===== src/rtl/lsu_dcache_arb.sv =====
// Data-cache port arbiter for the load/store unit: schedules store-drain, load-replay
// and AGU loads onto one port, tracks the in-flight access and routes its response.
module lsu_dcache_arb #(
   parameter int WIDTH_MEM  = 4,
   parameter int WIDTH_REG  = 5,
   parameter int WIDTH_BRM  = 4,
   parameter int STARVE_MAX = 8
) (
   input  logic                    i_clk,
   input  logic                    i_rst,
   input  logic                    i_st_req,
   input  logic [WIDTH_MEM-1:0]    i_st_addr,
   input  logic [31:0]             i_st_data,
   output logic                    o_st_gnt,
   input  logic                    i_lr_req,
   input  logic [WIDTH_MEM-1:0]    i_lr_addr,
   input  logic [WIDTH_REG-1:0]    i_lr_rd,
   input  logic [2**WIDTH_BRM-1:0] i_lr_brmask,
   output logic                    o_lr_gnt,
   input  logic                    i_ag_req,
   input  logic [WIDTH_MEM-1:0]    i_ag_addr,
   input  logic [WIDTH_REG-1:0]    i_ag_rd,
   input  logic [2**WIDTH_BRM-1:0] i_ag_brmask,
   output logic                    o_ag_gnt,
   input  logic [2**WIDTH_BRM-1:0] i_brkill,
   output logic                    o_dc_req,
   output logic                    o_dc_we,
   output logic [WIDTH_MEM-1:0]    o_dc_addr,
   output logic [31:0]             o_dc_data,
   input  logic                    i_dc_ready,
   input  logic                    i_dc_hit,
   output logic                    o_wb_valid,
   output logic [WIDTH_REG-1:0]    o_wb_rd,
   output logic                    o_replay,
   output logic [WIDTH_REG-1:0]    o_replay_rd
);

   localparam int BMW = 2**WIDTH_BRM;
   localparam int CW  = $clog2(STARVE_MAX + 1);

   typedef enum logic [1:0] {IDLE, RESP, BLOCK} state_t;

   state_t               state_reg, state_next;
   logic [CW-1:0]        starve_reg, starve_next;
   logic                 fl_valid_reg, fl_valid_next;
   logic                 fl_load_reg, fl_load_next;
   logic [WIDTH_REG-1:0] fl_rd_reg, fl_rd_next;
   logic [BMW-1:0]       fl_mask_reg, fl_mask_next;

   logic resp, killed, live, miss, can_grant, starved, any_gnt;

   always_ff @(posedge i_clk or posedge i_rst) begin
      if (i_rst) begin
         state_reg    <= IDLE;
         starve_reg   <= '0;
         fl_valid_reg <= 1'b0;
         fl_load_reg  <= 1'b0;
         fl_rd_reg    <= '0;
         fl_mask_reg  <= '0;
      end else begin
         state_reg    <= state_next;
         starve_reg   <= starve_next;
         fl_valid_reg <= fl_valid_next;
         fl_load_reg  <= fl_load_next;
         fl_rd_reg    <= fl_rd_next;
         fl_mask_reg  <= fl_mask_next;
      end
   end

   always_comb begin
      resp      = (state_reg == RESP);
      // A kill arriving in the response cycle itself still suppresses the load.
      killed    = fl_load_reg && (|(fl_mask_reg & i_brkill));
      live      = resp && fl_valid_reg && !killed;
      miss      = live && !i_dc_hit;
      starved   = i_st_req && (starve_reg >= CW'(STARVE_MAX));
      can_grant = !i_rst && !miss && (state_reg != BLOCK) && i_dc_ready;

      o_lr_gnt  = can_grant && i_lr_req && !starved;
      o_ag_gnt  = can_grant && i_ag_req && !i_lr_req && !starved;
      o_st_gnt  = can_grant && i_st_req && (starved || (!i_lr_req && !i_ag_req));
      any_gnt   = o_lr_gnt || o_ag_gnt || o_st_gnt;

      o_dc_req  = any_gnt;
      o_dc_we   = o_st_gnt;
      o_dc_addr = '0;
      o_dc_data = '0;
      if (o_lr_gnt) begin
         o_dc_addr = i_lr_addr;
      end else if (o_ag_gnt) begin
         o_dc_addr = i_ag_addr;
      end else if (o_st_gnt) begin
         o_dc_addr = i_st_addr;
         o_dc_data = i_st_data;
      end

      o_wb_valid  = live && fl_load_reg && i_dc_hit;
      o_wb_rd     = o_wb_valid ? fl_rd_reg : '0;
      o_replay    = miss && fl_load_reg;
      o_replay_rd = o_replay ? fl_rd_reg : '0;

      starve_next = starve_reg;
      if (!i_st_req || o_st_gnt) begin
         starve_next = '0;
      end else if (starve_reg < CW'(STARVE_MAX)) begin
         starve_next = starve_reg + CW'(1);
      end

      fl_valid_next = 1'b0;
      fl_load_next  = fl_load_reg;
      fl_rd_next    = fl_rd_reg;
      fl_mask_next  = fl_mask_reg;
      if (o_lr_gnt) begin
         fl_load_next  = 1'b1;
         fl_rd_next    = i_lr_rd;
         fl_mask_next  = i_lr_brmask;
         fl_valid_next = ~|(i_lr_brmask & i_brkill);
      end else if (o_ag_gnt) begin
         fl_load_next  = 1'b1;
         fl_rd_next    = i_ag_rd;
         fl_mask_next  = i_ag_brmask;
         fl_valid_next = ~|(i_ag_brmask & i_brkill);
      end else if (o_st_gnt) begin
         fl_load_next  = 1'b0;
         fl_rd_next    = '0;
         fl_mask_next  = '0;
         fl_valid_next = 1'b1;
      end

      state_next = state_reg;
      case (state_reg)
         IDLE, RESP: begin
            if (miss)         state_next = BLOCK;
            else if (any_gnt) state_next = RESP;
            else              state_next = IDLE;
         end
         BLOCK:   if (i_dc_ready) state_next = IDLE;
         default: state_next = IDLE;
      endcase
   end

endmodule


===== config.mk =====
export PLATFORM = sky130hd
export DESIGN_NAME = lsu_dcache_arb
export DESIGN_NICKNAME = d
export VERILOG_FILES = /design/src/rtl/lsu_dcache_arb.sv
export SDC_FILE = /design/constraint.sdc
export NUM_CORES = 1
export LEC_CHECK = 0
export CAP_MARGIN = 20
export CORE_MARGIN = 3
export CORE_UTILIZATION = 28
export CTS_BUF_LIST = sky130_fd_sc_hd__clkbuf_8
export DETAILED_ROUTE_END_ITERATION = 8
export PLACE_DENSITY = 0.68
export REMOVE_ABC_BUFFERS = 1
export SLEW_MARGIN = 20
export SYNTH_ARGS = -nofsm -noshare
export SYNTH_HDL_FRONTEND = slang
export SYNTH_SLANG_ARGS = --single-unit

===== constraint.sdc =====
create_clock -name i_clk -period 2.83 [get_ports i_clk]
set_input_delay 0.566 -clock i_clk [delete_from_list [all_inputs] [get_ports i_clk]]
set_output_delay 0.566 -clock i_clk [all_outputs]
set_load 0.05 [all_outputs]

; Yosys cells after proc, flatten, opt, wreduce, memory -nomap -nowiden
; Index checks and enable logic that the tools add are counted.
; Widths: inputs -> output; s select.
[classes]
n_bitwise = 3
addsub = 1
n_lt_le_gt_ge = 2
eq_ne = 4
muxes = 26
reduce_logical = 40
[op_table]
columns = operator, count
row1 = $mux 32, 3
row2 = $and 16x16->16, 3
row3 = $mux 16, 3
row4 = $reduce_or 16->1, 3
row5 = $mux 5, 5
row6 = $mux 4, 5
row7 = $logic_and 1x1->1, 19
row8 = $logic_not 1->1, 10
row9 = $mux 1, 7
row10 = $add 4x1->4 const B, 1
row11 = $ge 4x4->1 const B, 1
row12 = $logic_or 1x1->1, 4
row13 = $lt 4x4->1 const B, 1
row14 = $mux 2, 2
row15 = $ne 2x2->1 const B, 2
row16 = $pmux 2 s2, 1
row17 = $reduce_bool 3->1, 1
row18 = $eq 2x1->1 const B, 1
row19 = $eq 2x2->1 const B, 1
row20 = $logic_not 2->1, 1
row21 = $reduce_bool 2->1, 1
row22 = $reduce_or 2->1, 1
[word_totals]
reg_bits = 29
in_bits = 109
elab_cells = 82
output_inout_bits = 53

; Longest topological paths before layout
[logic_depth]
word_depth = 18
depth_mapped = 8
mapped_depth_nobuf = 5

; Least setup slack after synthesis
; Ideal clock, no wire load.
[synth_timing]
path_kind = input port to output port
from = input i_brkill[0]
to = output o_wb_rd[0]
cell_stages = 6
path_buffers = 1
slack_ps = -522
required_time_ps = 2264
arrival_time_ps = 2786
path_cell_list = a22oi_1 > nand2_1 > or4_1 > buf_2 > nor3_2 > and2_1
[synth_between]
elab_chain_cells = 8
[synth_rtl]
columns = element, line_no
row1 = from (decl), 25  ; input logic [2**WIDTH_BRM-1:0] i_brkill,
row2 = $and 16x16->16, 73  ; killed = fl_load_reg && (|(fl_mask_reg & i_brkill));
row3 = $reduce_or 16->1, 73
row4 = $logic_and 1x1->1, 73
row5 = $logic_not 1->1, 74  ; live = resp && fl_valid_reg && !killed;
row6 = $logic_and 1x1->1, 74
row7 = $logic_and 1x1->1 (2 in series), 97  ; o_wb_valid = live && fl_load_reg && i_dc_hit;
row8 = via o_wb_valid, 32  ; output logic o_wb_valid,
row9 = $mux 5, 98  ; o_wb_rd = o_wb_valid ? fl_rd_reg : '0;
row10 = to (decl), 33  ; output logic [WIDTH_REG-1:0] o_wb_rd,
; The timed path passes the listed nets, and every way through them passes these cells.

; Final worst setup path
[layout_timing]
from = input i_ag_req
to = output o_dc_data[29]
[layout_between]
elab_chain_cells = 7
elab_cells_between_ends = 10
classes_between = 3 x mux / 7 x reduce/logical
[layout_rtl]
columns = element, line_no
row1 = from (decl), 20  ; input logic i_ag_req,
row2 = $logic_not 1->1, 81  ; o_st_gnt = can_grant && i_st_req && (starved || (!i_lr_req && !i_ag_req));
row3 = $logic_and 1x1->1, 81
row4 = $logic_or 1x1->1, 81
row5 = $logic_and 1x1->1, 81
row6 = $mux 32, 92  ; end else if (o_st_gnt) begin
row7 = $mux 32 (*), 90  ; end else if (o_ag_gnt) begin
row8 = $mux 32 (*), 88  ; if (o_lr_gnt) begin
row9 = to (decl), 29  ; output logic [31:0] o_dc_data,
; Every way passes the cells marked *; elsewhere a longest branch is shown, timed or not.

==> flow_summary.toml <==
[worst_setup_path]
timing.critical_path.to_type = "primary output"
critical_path_required_ns = 2.26
r2r_start = "fl_mask_reg[6]"
path_cells = "clkdlybuf4s50_1 -> nor2_1 -> o21a_1 -> and3_4 -> a21o_1 -> buf_6 -> clkbuf_16 -> and2_4 -> buf_6"
crit_arrival_ns = 2.35
critPathLaunchType = "primary input"
r2r_end = "starve_reg[0]"
path_max_fanout = 5
cp_common_cell = "buf_6"
crit_type = "in -> out"
r2r_setup_slack_ns = 0.02
cp_slowest_stage_delay_ns = 0.50
crit_slowest_cell = "clkdlybuf4s50_1"
reg2reg_depth = 16

[sta]
setup_violations = 18
finalCritPeriodShare = 1.03
layout_min_cycle_time_ns = 2.91
relSlewSlack = 0.676
fin_ws_ns = -0.0843
slew_viol_final = 0
max_freq_mhz = 343
tightest_slew_ns = 0.486
fin_skew_ns = 0.0198
whs_ns = 0.419
rsz0062_at_grt = "true"
hold_violations = 0

[final_layout]
drive_above_1_share = 0.478
finalNetCount = 604
syn_to_final_growth_pct = 132
num_antenna_cells = 0
largest_reg_flops = 16
fin_cells = 593
stdcell_area_um2 = 5090

[synth]
ys_ff_latch = 29
synth.yosys.warnings = 0
synth.cell_area_um2 = 2190
synth_ff_type = "dfrtp_1"
ys_async_sr_fraction = 1.00
yosys.cell_types.count = 42
synthCells = 256
synth_edf_count = 0
yosysSeqAreaShare = 0.331
syn_avg_cell_area_um2 = 8.57

[die]
start_util = 0.296
die_area_um2 = 8930
std_cell_rows = 31
pin_count = 162
die_w_um = 94.5
coreArea_um2 = 7410
die_h_um = 94.5

[clock_network]
clock_latency_ns = 0.30
cts_made_buffers = 5
cts_tree = "done"
cts.clk_slew.worst_paths_ns = 0.09
root_buffer = "clkbuf_8"
clock_sinks = 29
cts_max_level = 2
holdBufCountCts = 0
clockBufferDepth = 2

[detailed_routing]
detail-route-antenna-nets = 0
drc = 0
wl_um = 10900
dr.pass1.iters = 4
avgRoutedWirePerCell_um = 18.4
vias_per_cell = 5.24
vias = 3107
drtIter0Drc = 211

[global_routing]
overflow = 0
antenna_found_initial = 0
grt_max_degree = 30
grt_pass1_vias = 3206
grt_first_pass_wirelength_um = 16100
grt_usage = 0.230

[place]
port_buffers = 161
dpl.cell_count = 543
gp_congestion = 0.892
place_area_um2 = 4290
post-place-ws_ns = -0.530
dpl.hpwl_um = 7230

[status]
violations = "negative setup slack"
status = "finished, violations left"

[power_and_ir_drop]
p_leak_nw = 2.35
power_w = 0.00183
peakVddDrop_uv = 212
power_density_nw_per_um2 = 359

[hold_path]
hp-class = "in -> async"

[run]
drv_cap = 0
[power by group]
group | internal, W | switching (W)
clock | 0.000286 | 0.000180
sequential | 0.000469 | 0.0000447
combinational | 0.000476 | 0.000371
[critical path: cells and delay by family]
kind	cells	cell delay [ns]
buffers and inverters	4	0.94
and+or+nand+nor	3	0.40
AOI/OAI and AO/OA	2	0.43
[stage by stage]
step                      TNS [ns]   util
after floorplan             -55.25      -
after global placement      -23.87  0.579
after detailed placement    -24.14  0.579
after CTS                    -3.75  0.658
after global routing         -2.87  0.688
final                        -1.13  0.688
[timing repair]
item / CTS / global route
setup endpoints to repair: 53 / 54
setup buffers: 28 / 11
gates cloned: 1 / 3
endpoints found under the hold margin: 0 / 0
gates resized for setup: 114 / 66
pin swaps: 21 / 35
[layout by cell type (no fill, tap or decap), types with 2 or more instances in the layout]
cell | Yosys | final
a221o_1 | 21 | 21
a21oi_1 | 21 | 21
clkbuf_16 | 0 | 2
buf_2 | 6 | 7
clkbuf_2 | 0 | 9
and3_1 | 4 | 2
dfrtp_1 | 29 | 29
clkbuf_8 | 0 | 6
a22oi_1 | 14 | 10
inv_1 | 6 | 6
buf_6 | 2 | 29
buf_4 | 1 | 79
nand3_1 | 3 | 3
nor3b_2 | 2 | 2
and2_4 | 0 | 43
nand4_1 | 7 | 7
nor3_4 | 0 | 2
nor2_1 | 2 | 2
nand2_2 | 0 | 10
buf_8 | 0 | 12
a32o_1 | 5 | 4
a22oi_2 | 0 | 4
ha_1 | 2 | 2
o21a_1 | 2 | 2
a22o_1 | 7 | 7
dlymetal6s2s_1 | 0 | 2
a221oi_1 | 3 | 3
or3_1 | 3 | 3
clkdlybuf4s50_1 | 0 | 89
buf_12 | 0 | 18
and3_4 | 0 | 2
nand2_1 | 38 | 28
o2111ai_1 | 2 | 2
[metal layers]
layer,GRT usage,vias to the layer above,wire (um)
met1,0.264,1477,4220
met4,0.0757,0,318
li1,-,1440,-
met3,0.0590,27,896
met2,0.414,163,5500
met5,0,-,0
[synth_stat cells, types with 2 or more instances]
cell type,instances,area [um^2]
a211oi_1,2,15.0
a21oi_1,21,105
a221o_1,21,210
a221oi_1,3,26.3
a22o_1,7,61.3
a22oi_1,14,105
a32o_1,5,50.1
and2_1,43,269
and3_1,4,25.0
buf_2,6,30.0
buf_6,2,22.5
clkbuf_1,10,37.5
dfrtp_1,29,726
ha_1,2,25.0
inv_1,6,22.5
nand2_1,38,143
nand3_1,3,15.0
nand4_1,7,43.8
nor2_1,2,7.51
nor2b_1,2,12.5
nor3_2,2,20.0
nor3b_2,2,25.0
o2111ai_1,2,17.5
o21a_1,2,15.0
o31ai_1,2,15.0
or3_1,3,18.8
[worst max path at each step]
stage                              start             to  slack [ns]  cells past startpoint
after CTS                 fl_mask_reg[3]  o_dc_data[23]       -0.10                      7
after global placement      i_brkill[11]     o_wb_rd[0]       -0.49                      7
final                           i_ag_req  o_dc_data[29]       -0.08                      9
after detailed placement     i_brkill[3]     o_wb_rd[4]       -0.53                      7
after global routing            i_ag_req  o_dc_data[29]       -0.14                      9
after floorplan                 i_st_req       o_ag_gnt       -0.96                      4
[cell families after synthesis]
kind of cell,Yosys count,synth area share
adder cells (fa/ha/maj),2,0.0114
AND/OR/NAND/NOR,113,0.289
flip-flops,29,0.331
buffers and inverters,25,0.0548
AO/OA/AOI/OAI,86,0.310
XOR/XNOR,1,0.00399
[cell type report]
| type | instances | area, um^2 |
|---|---|---|
| clock inverters | 2 | 37.5 |
| repair buffers | 249 | 2540 |
| multi-input cells | 202 | 1560 |
| clock buffers | 6 | 82.6 |
| inverters | 6 | 22.5 |
| well taps | 99 | 124 |
| fillers | 552 | 2310 |
| flip-flops and latches | 29 | 726 |
Note: power is estimated with default switching activity, not from simulation.
